## src/rtl/ray_node_issuer.sv

```systemverilog
`timescale 1ns/1ps
`default_nettype none
// ============================================================================
// Module   : ray_node_issuer
// Purpose  : Producer side of the ray/node traversal stream. Accepts one ray
//            command covering an inclusive node-index range, fetches every
//            node from BVH node memory (1-cycle read latency), emits one
//            ray+node packet per node on rayNodeOut, counts the in-order
//            intersect responses and returns a per-ray summary on done.
// Ports    : clock/reset       - clock, asynchronous active-low reset
//            io_cmd_*          - ray command (ready/valid)
//            io_nodeRd_*       - node memory read port (data valid cycle+1)
//            io_rayNodeOut_*   - ray+node packet stream (ready/valid)
//            io_hit_*          - in-order intersect responses (always taken)
//            io_done_*         - per-ray summary (ready/valid)
// Revision : 1.0 - initial release
// ============================================================================
module ray_node_issuer #(
  parameter int IDX_W = 11,
  parameter int CNT_W = 12
) (
  input  logic             clock,
  input  logic             reset,
  // command
  output logic             io_cmd_ready,
  input  logic             io_cmd_valid,
  input  logic [31:0]      io_cmd_bits_ray_origin_0,
  input  logic [31:0]      io_cmd_bits_ray_origin_1,
  input  logic [31:0]      io_cmd_bits_ray_origin_2,
  input  logic [31:0]      io_cmd_bits_ray_dir_0,
  input  logic [31:0]      io_cmd_bits_ray_dir_1,
  input  logic [31:0]      io_cmd_bits_ray_dir_2,
  input  logic [31:0]      io_cmd_bits_ray_dRcp_0,
  input  logic [31:0]      io_cmd_bits_ray_dRcp_1,
  input  logic [31:0]      io_cmd_bits_ray_dRcp_2,
  input  logic [31:0]      io_cmd_bits_ray_minT,
  input  logic [31:0]      io_cmd_bits_ray_maxT,
  input  logic [31:0]      io_cmd_bits_ray_id,
  input  logic [IDX_W-1:0] io_cmd_bits_firstIdx,
  input  logic [IDX_W-1:0] io_cmd_bits_lastIdx,
  // node memory
  output logic             io_nodeRd_en,
  output logic [IDX_W-1:0] io_nodeRd_addr,
  input  logic [63:0]      io_nodeRd_data,
  input  logic [31:0]      io_nodeRd_bbox_min_0,
  input  logic [31:0]      io_nodeRd_bbox_min_1,
  input  logic [31:0]      io_nodeRd_bbox_min_2,
  input  logic [31:0]      io_nodeRd_bbox_max_0,
  input  logic [31:0]      io_nodeRd_bbox_max_1,
  input  logic [31:0]      io_nodeRd_bbox_max_2,
  // ray+node packet stream
  input  logic             io_rayNodeOut_ready,
  output logic             io_rayNodeOut_valid,
  output logic [31:0]      io_rayNodeOut_bits_ray_origin_0,
  output logic [31:0]      io_rayNodeOut_bits_ray_origin_1,
  output logic [31:0]      io_rayNodeOut_bits_ray_origin_2,
  output logic [31:0]      io_rayNodeOut_bits_ray_dir_0,
  output logic [31:0]      io_rayNodeOut_bits_ray_dir_1,
  output logic [31:0]      io_rayNodeOut_bits_ray_dir_2,
  output logic [31:0]      io_rayNodeOut_bits_ray_dRcp_0,
  output logic [31:0]      io_rayNodeOut_bits_ray_dRcp_1,
  output logic [31:0]      io_rayNodeOut_bits_ray_dRcp_2,
  output logic [31:0]      io_rayNodeOut_bits_ray_minT,
  output logic [31:0]      io_rayNodeOut_bits_ray_maxT,
  output logic [31:0]      io_rayNodeOut_bits_ray_id,
  output logic [63:0]      io_rayNodeOut_bits_node_data,
  output logic [31:0]      io_rayNodeOut_bits_bbox_min_0,
  output logic [31:0]      io_rayNodeOut_bits_bbox_min_1,
  output logic [31:0]      io_rayNodeOut_bits_bbox_min_2,
  output logic [31:0]      io_rayNodeOut_bits_bbox_max_0,
  output logic [31:0]      io_rayNodeOut_bits_bbox_max_1,
  output logic [31:0]      io_rayNodeOut_bits_bbox_max_2,
  output logic [IDX_W-1:0] io_rayNodeOut_bits_nodeIdx,
  // intersect responses
  input  logic             io_hit_valid,
  input  logic             io_hit_intersect,
  // summary
  input  logic             io_done_ready,
  output logic             io_done_valid,
  output logic [31:0]      io_done_bits_rayId,
  output logic [CNT_W-1:0] io_done_bits_hitCount,
  output logic             io_done_bits_anyHit,
  output logic [IDX_W-1:0] io_done_bits_firstHitIdx
);

  typedef enum logic [2:0] {
    S_IDLE  = 3'd0,
    S_FETCH = 3'd1,
    S_LOAD  = 3'd2,
    S_ISSUE = 3'd3,
    S_DRAIN = 3'd4,
    S_DONE  = 3'd5
  } state_t;

  state_t             state_q, state_d;
  logic               init_q;
  logic [11:0][31:0]  ray_q;       // [0..2] origin, [3..5] dir, [6..8] dRcp, [9] minT, [10] maxT, [11] id
  logic [5:0][31:0]   bbox_q;      // [0..2] min, [3..5] max
  logic [63:0]        node_q;
  logic [IDX_W-1:0]   idx_q, idx_d;
  logic [IDX_W-1:0]   last_q;
  logic [IDX_W-1:0]   resp_q, resp_d;
  logic [IDX_W-1:0]   first_hit_q, first_hit_d;
  logic               found_q, found_d;
  logic [CNT_W-1:0]   hit_cnt_q, hit_cnt_d;
  logic [CNT_W-1:0]   outst_q, outst_d;

  logic [11:0][31:0]  cmd_ray;
  logic [5:0][31:0]   rd_bbox;
  logic               cmd_fire, out_fire, done_fire, hit_take;

  assign cmd_ray = {io_cmd_bits_ray_id, io_cmd_bits_ray_maxT, io_cmd_bits_ray_minT,
                    io_cmd_bits_ray_dRcp_2, io_cmd_bits_ray_dRcp_1, io_cmd_bits_ray_dRcp_0,
                    io_cmd_bits_ray_dir_2, io_cmd_bits_ray_dir_1, io_cmd_bits_ray_dir_0,
                    io_cmd_bits_ray_origin_2, io_cmd_bits_ray_origin_1, io_cmd_bits_ray_origin_0};
  assign rd_bbox = {io_nodeRd_bbox_max_2, io_nodeRd_bbox_max_1, io_nodeRd_bbox_max_0,
                    io_nodeRd_bbox_min_2, io_nodeRd_bbox_min_1, io_nodeRd_bbox_min_0};

  // cmd_ready is additionally gated by init_q so it reads 0 while reset is
  // asserted, even though the state register already sits in IDLE.
  assign io_cmd_ready        = init_q && (state_q == S_IDLE);
  assign io_nodeRd_en        = (state_q == S_FETCH);
  assign io_nodeRd_addr      = idx_q;
  assign io_rayNodeOut_valid = (state_q == S_ISSUE);
  assign io_done_valid       = (state_q == S_DONE);

  assign cmd_fire  = io_cmd_ready && io_cmd_valid;
  assign out_fire  = io_rayNodeOut_valid && io_rayNodeOut_ready;
  assign done_fire = io_done_valid && io_done_ready;
  // Responses with nothing outstanding (e.g. stale ones after a reset) are dropped.
  assign hit_take  = io_hit_valid && (outst_q != '0);

  always_comb begin
    state_d     = state_q;
    idx_d       = idx_q;
    resp_d      = resp_q;
    first_hit_d = first_hit_q;
    found_d     = found_q;
    hit_cnt_d   = hit_cnt_q;
    outst_d     = outst_q;

    if (hit_take) begin
      resp_d = resp_q + 1'b1;
      if (io_hit_intersect) begin
        hit_cnt_d = hit_cnt_q + 1'b1;
        if (!found_q) begin
          first_hit_d = resp_q;
          found_d     = 1'b1;
        end
      end
    end

    case ({out_fire, hit_take})
      2'b10:   outst_d = outst_q + 1'b1;
      2'b01:   outst_d = outst_q - 1'b1;
      default: outst_d = outst_q;
    endcase

    case (state_q)
      S_IDLE: begin
        if (cmd_fire) begin
          idx_d       = io_cmd_bits_firstIdx;
          resp_d      = io_cmd_bits_firstIdx;
          hit_cnt_d   = '0;
          found_d     = 1'b0;
          first_hit_d = '1;
          state_d     = (io_cmd_bits_lastIdx < io_cmd_bits_firstIdx) ? S_DONE : S_FETCH;
        end
      end
      S_FETCH: state_d = S_LOAD;
      S_LOAD:  state_d = S_ISSUE;
      S_ISSUE: begin
        if (out_fire) begin
          // Compare before incrementing so an all-ones lastIdx never wraps idx.
          if (idx_q == last_q) begin
            state_d = S_DRAIN;
          end else begin
            idx_d   = idx_q + 1'b1;
            state_d = S_FETCH;
          end
        end
      end
      S_DRAIN: begin
        if (outst_d == '0) state_d = S_DONE;
      end
      S_DONE: begin
        if (done_fire) state_d = S_IDLE;
      end
      default: state_d = S_IDLE;
    endcase
  end

  always_ff @(posedge clock or negedge reset) begin
    if (!reset) begin
      state_q     <= S_IDLE;
      init_q      <= 1'b0;
      ray_q       <= '0;
      bbox_q      <= '0;
      node_q      <= '0;
      idx_q       <= '0;
      last_q      <= '0;
      resp_q      <= '0;
      first_hit_q <= '1;
      found_q     <= 1'b0;
      hit_cnt_q   <= '0;
      outst_q     <= '0;
    end else begin
      state_q     <= state_d;
      init_q      <= 1'b1;
      idx_q       <= idx_d;
      resp_q      <= resp_d;
      first_hit_q <= first_hit_d;
      found_q     <= found_d;
      hit_cnt_q   <= hit_cnt_d;
      outst_q     <= outst_d;
      if (cmd_fire) begin
        ray_q  <= cmd_ray;
        last_q <= io_cmd_bits_lastIdx;
      end
      // Read data is only valid in the cycle after the strobe.
      if (state_q == S_LOAD) begin
        node_q <= io_nodeRd_data;
        bbox_q <= rd_bbox;
      end
    end
  end

  assign io_rayNodeOut_bits_ray_origin_0 = ray_q[0];
  assign io_rayNodeOut_bits_ray_origin_1 = ray_q[1];
  assign io_rayNodeOut_bits_ray_origin_2 = ray_q[2];
  assign io_rayNodeOut_bits_ray_dir_0    = ray_q[3];
  assign io_rayNodeOut_bits_ray_dir_1    = ray_q[4];
  assign io_rayNodeOut_bits_ray_dir_2    = ray_q[5];
  assign io_rayNodeOut_bits_ray_dRcp_0   = ray_q[6];
  assign io_rayNodeOut_bits_ray_dRcp_1   = ray_q[7];
  assign io_rayNodeOut_bits_ray_dRcp_2   = ray_q[8];
  assign io_rayNodeOut_bits_ray_minT     = ray_q[9];
  assign io_rayNodeOut_bits_ray_maxT     = ray_q[10];
  assign io_rayNodeOut_bits_ray_id       = ray_q[11];
  assign io_rayNodeOut_bits_node_data    = node_q;
  assign io_rayNodeOut_bits_bbox_min_0   = bbox_q[0];
  assign io_rayNodeOut_bits_bbox_min_1   = bbox_q[1];
  assign io_rayNodeOut_bits_bbox_min_2   = bbox_q[2];
  assign io_rayNodeOut_bits_bbox_max_0   = bbox_q[3];
  assign io_rayNodeOut_bits_bbox_max_1   = bbox_q[4];
  assign io_rayNodeOut_bits_bbox_max_2   = bbox_q[5];
  assign io_rayNodeOut_bits_nodeIdx      = idx_q;

  assign io_done_bits_rayId       = ray_q[11];
  assign io_done_bits_hitCount    = hit_cnt_q;
  assign io_done_bits_anyHit      = (hit_cnt_q != '0);
  assign io_done_bits_firstHitIdx = first_hit_q;

endmodule
`default_nettype wire

```

## config.mk

```make
export PLATFORM = sky130hd
export DESIGN_NAME = ray_node_issuer
export DESIGN_NICKNAME = d
export VERILOG_FILES = /design/src/rtl/ray_node_issuer.sv
export SDC_FILE = /design/constraint.sdc
export NUM_CORES = 1
export LEC_CHECK = 0
export ABC_CLOCK_PERIOD_IN_PS = 5200
export BUFFER_PORTS_ARGS = -buffer_cell sky130_fd_sc_hd__buf_2
export CORE_AREA = 2 2 548 550
export DETAILED_ROUTE_END_ITERATION = 7
export DIE_AREA = 0 0 550 552
export SYNTH_ARGS = -nofsm -noshare
export SYNTH_HDL_FRONTEND = slang
export SYNTH_SLANG_ARGS = --single-unit
```

## constraint.sdc

```tcl
create_clock -name clock -period 5.2 [get_ports clock]
set_input_delay 0.26 -clock clock [delete_from_list [all_inputs] [get_ports clock]]
set_output_delay 0.26 -clock clock [all_outputs]
set_load 0.005 [all_outputs]
```

== Yosys cells after proc, flatten, opt, wreduce, memory -nomap -nowiden ==
Index checks and enable logic that the tools add are counted.
Storage, ports and cells
  bits in registers: 713
  input bits: 669
  output and inout bits: 722
  logic and storage cells: 87
Cells by class
  add/sub/neg operators: 5
  magnitude comparators: 1
  eq/ne operators: 13
  multiplexer cells: 28
  reduce and logical (&&, ||, !) cells: 12
Operator list (number)
  two-way mux 11 bit: 11
  two-way mux 12 bit: 4
  adder 12 x 1 -> 12 bit (second input constant): 2
  case mux 12 bit (2 select lines): 1
  nonzero test 12 bit: 2
  adder 11 x 1 -> 11 bit (second input constant): 2
  case mux 11 bit (2 select lines): 1
  two-way mux 3 bit: 6
  case mux 3 bit (6 select lines): 1
  logical NOT 12 bit: 1
  subtractor 12 x 1 -> 12 bit (second input constant): 1
  == test 11 bit: 1
  less-than comparator 11 bit: 1
  AND reduction 4 bit: 2
  == test 3 x 2 -> 1 bit (second input constant): 2
  == test 3 bit (second input constant): 2
  inequality test 2 bit (second input constant): 3
  logical AND 1 bit: 5
  two-way mux 1 bit: 4
  inequality test 2 x 1 -> 1 bit (second input constant): 2
  == test 3 x 1 -> 1 bit (second input constant): 1
  logical NOT 3 bit: 1
  == test 2 x 1 -> 1 bit (second input constant): 1
  == test 2 bit (second input constant): 1
  nonzero test 2 bit: 1

== Logic depth before layout (Yosys ltp) ==
  depth in word-level cells: 7
  gate-level depth with buffers: 21

== Worst setup path after synthesis ==
No wires, ideal clock.
  path type: reg2reg
  from: register state_q[2]
  to: register state_q[0]
  arrival time: 4273 ps
  required time: 5136 ps
  path slack: 863 ps
  stages on the path, launching flop included: 21
  clock period less this slack: 4337 ps
  cells stage by stage: dfrtp_1 > clkbuf_1 > or2_2 > clkbuf_1 > clkinv_1 > nand2_1 > ha_1 > buf_4 > buf_2 > buf_2 > buf_4 > xor2_1 > ha_1 > a21boi_1 > o22ai_1 > or4_1 > nand3_1 > nand3b_1 > or4_1 > a2111oi_2 > a21o_1
On the way
  word-level cells in the longest chain between the ends: 7
  elaborated cells between the ends (all ways): 20
  classes of those cells: eq/ne: 11; mux: 2; reduce/logical: 7
Ends and longest elaborated chain
  start, declared: RTL line 95  | state_t state_q, state_d;
  start signal, assigned: RTL line 208  | state_q <= state_d;
  == test 3 x 2 -> 1 bit (*): RTL line 124  | assign io_rayNodeOut_valid = (state_q == S_ISSUE);
  named net io_rayNodeOut_valid: RTL line 53  | output logic io_rayNodeOut_valid,
  logical AND 1 bit: RTL line 128  | assign out_fire = io_rayNodeOut_valid && io_rayNodeOut_ready;
  == test 2 x 1 -> 1 bit / == test 2 bit (equally long branches): RTL line 153  | case ({out_fire, hit_take})
  case mux 12 bit (2 select lines): RTL line 153
  logical NOT 12 bit: RTL line 184  | if (outst_d == '0) state_d = S_DONE;
  inequality test 2 bit (no line)
  AND reduction 4 bit (no line)
The timed path passes the listed nets; every way through them passes the cells marked *.
A chain may end at the register's enable or synchronous reset.

== Final worst setup path ==
  from: register outst_q[7]
  to: register state_q[0]
On the way
  word-level cells in the longest chain between the ends: 7
  elaborated cells between the ends (all ways): 10
  classes of those cells: add/sub: 2; eq/ne: 3; mux: 1; reduce/logical: 4
Ends and longest elaborated chain
  start, declared: RTL line 106  | logic [CNT_W-1:0] outst_q, outst_d;
  start signal, assigned: RTL line 215  | outst_q <= outst_d;
  nonzero test 12 bit (*): RTL line 131  | assign hit_take = io_hit_valid && (outst_q != '0);
  logical AND 1 bit (*): RTL line 131
  == test 2 x 1 -> 1 bit / == test 2 bit (equally long branches): RTL line 153
  case mux 12 bit (2 select lines) (*): RTL line 153
  named net outst_d[5]: RTL line 106
  logical NOT 12 bit (*): RTL line 184
  inequality test 2 bit (no line) (*)
  AND reduction 4 bit (no line) (*)
Marks and branches as above.

==> metrics.txt <==
VDD IR max about 0.27 mV; Final Hold Violating Endpoints 0; drt total wl roughly 250 mm; power density cells 612 nW/um^2; Num CTS Buffers 103; DP HPWL 209 mm; R2R Setup Slk 0.58 ns; Port Buffers 1390; Layout area overhead 76.3%; WP data required 5.95 ns; Synth area leader dfrtp_1; Power Total 0.0309 W; most frequent cell after synthesis nand2_1; Final Max Tran Viols 0; Synth Instances 2748; DR vias 29100; synthesis-stage register bit count 713; max-cap violations 0; H-tree depth reported by CTS 3; Placer Congestion 0.921; antenna violations before repair 266; CP Cell Sequence nor4_1 -> a41oi_2 -> ha_1 -> buf_4 -> and3b_1 -> o21a_1 -> o311a_1 -> a2111oi_4 -> xor2_1 -> or4_1 -> a2111oi_2 -> a21o_1; Max FO, Critical Path 27; clk sinks 713; antenna viol nets, final 0; CP Class register to register; Iter 0 DRT Violations 2004; Tmin final 4.62 ns; fin nets 5436; Post-CTS Setup Bufs 0; Clock Tree Root clkbuf_16; Post-Syn Area 28600 um^2; DRT Pass-1 Iters 5; syn_area_per_cell about 10 um^2; Rel. slew slack 0.321; pin count of the biggest net entering global routing 156; Synth cell types 72; Post-synth ARST share 1.00; Final TNS setup 0 ns; first-pass GRT wire length 308 mm; Util after Layout 0.169; drc violations 0; Worst Path Arrival 5.37 ns; yosys warns 0; FP Rows 201; Worst-Margin Slew 1.02 ns; Primary FF master, synth dfrtp_1; EDFF count, synth 0; crit end category register; status complete, no violations; leak pwr about 24 nW; GRT Util Overall 0.157; synth cell count leaders nand2_1, dfrtp_1, mux2_2, clkbuf_1, buf_4; layout cells sized above 1 0.388; period utilization 0.888; clock-pin slew on the worst setup and hold paths approximately 0.08 ns; RSZ-0062 raised after global routing no; Via-to-Cell Ratio around 3.3; Core ar. slightly below 300000 um^2; Syn Nets 3434; CTS Hold Buffers Added roughly 670; Initial Utilization 0.0960; die width 550 um; number of flip-flops under the largest register name 64; crit start category register; Finish-stage setup viols 0; grt ovf 0; Worst path max stage delay 0.56 ns; slowest CP cell nor4_1; vias in the first global route 29300; Max Clock Freq 0.217 GHz; footprint of the multi-input gates 9760 um^2; register area share after synthesis 0.624; Setup Skew 0.0509 ns; Clock Latency Late Sink 0.84 ns; Fill cells 33500; clock tree buffer depth 4; top post-synthesis cells by area dfrtp_1, nand2_1, mux2_2; DIE AREA 304000 um^2; CTS resizes 0; min-delay worst type input port to register; Yosys top cell area share 0.614; post-DR wirelength/cell 27.7 um; I/O pins approximately 1400; Reg area around 18000 um^2; Die Height 552 um; CTS tree yes
## critical path: cells and delay by family, from the launching register on
family	cells	cell delay (ns)
xor+xnor	1	0.15
buf+inv	1	0.30
simple gates	3	1.33
fa+ha+maj	1	0.49
flops	1	0.53
compound gates	6	1.77
## worst paths after layout
path,start,depth (start not counted),to
worst min-delay path,io_cmd_valid,4,io_rayNodeOut_bits_ray_dRcp_0[2]$_DFFE_PN0P_
min in group asynchronous,reset,3,outst_q[1]$_DFF_PN0_
worst max-delay path,outst_q[7]$_DFF_PN0_,12,state_q[0]$_DFFE_PN0P_
max in group asynchronous,reset,4,io_rayNodeOut_bits_bbox_min_1[15]$_DFFE_PN0P_
worst max register to register,outst_q[7]$_DFF_PN0_,12,state_q[0]$_DFFE_PN0P_
worst min register to register,io_rayNodeOut_bits_ray_origin_0[12]$_DFFE_PN0P_,2,io_rayNodeOut_bits_ray_origin_0[12]$_DFFE_PN0P_
## area by class of cell
cell class,instances,share of cell area
antenna,97,0.00481
clock buffer,141,0.0586
clock inverter,41,0.0113
inverter,22,0.00164
multi-input combinational,1820,0.193
sequential,713,0.354
tap,3958,0.0981
timing repair buffer,2090,0.279
## stage by stage
| step | cell area (um^2) | hold slack, ns | setup slack [ns] | instances |
|---|---|---|---|---|
| after floorplan | 28600 | -0.0356 | 0.863 | 2748 |
| after global placement | 40000 | 0.293 | 0.557 | 7936 |
| after detailed placement | 40000 | 0.298 | 0.611 | 7936 |
| after CTS | 50200 | 0.0269 | 0.600 | 8785 |
| after global routing | 50400 | 0.0904 | 0.258 | 8848 |
| final | 50500 | 0.103 | 0.581 | 8882 |
## layer usage
metal,GRT usage,share of wire,up-vias
met5,0,0.0034,-
met1,0.164,0.36,13600
li1,-,-,12900
met4,0.0638,0.051,138
met2,0.232,0.41,1704
met3,0.124,0.18,629
## power breakdown
group	leakage (nW)	internal, W	total (W)	switching, W
sequential	8.75	0.00836	0.0101	0.00177
combinational	14.0	0.00472	0.0132	0.00846
clock	1.72	0.00456	0.00758	0.00302
total	24.5	0.0176	0.0309	0.0132
## cell families (layout without fill, tap and decap cells)
family,after synthesis,after routing,share of synthesized area
compound gates,117,117,0.0283
xor+xnor,40,40,0.0122
fa+ha+maj,17,17,0.00743
buf+inv,215,2294,0.0361
flops,713,713,0.624
mux,260,260,0.102
other cells,1,98,0.000131
simple gates,1385,1385,0.190
## cell usage in the layout, fill, tap and decap left out, types with 5 or more instances in the layout
master / count
clkinv_4: 6
clkbuf_1: 14
nand2_1: 1244
o211ai_1: 5
buf_4: 19
clkbuf_16: 103
nand3_1: 23
xnor2_1: 20
ha_1: 17
buf_2: 1389
xor2_1: 20
nor3_1: 13
nor2_1: 40
diode_2: 97
a21o_1: 7
dlygate4sd3_1: 667
o22a_1: 5
nor4_1: 6
bufinv_16: 12
inv_1: 21
clkinv_2: 10
mux2_2: 258
clkbuf_8: 24
and3_1: 8
clkinvlp_4: 8
o21ai_0: 29
dfstp_2: 11
dfrtp_1: 702
or3_1: 7
buf_12: 14
a21oi_1: 27
nand4_1: 12
(Power assumes the default switching activity.)
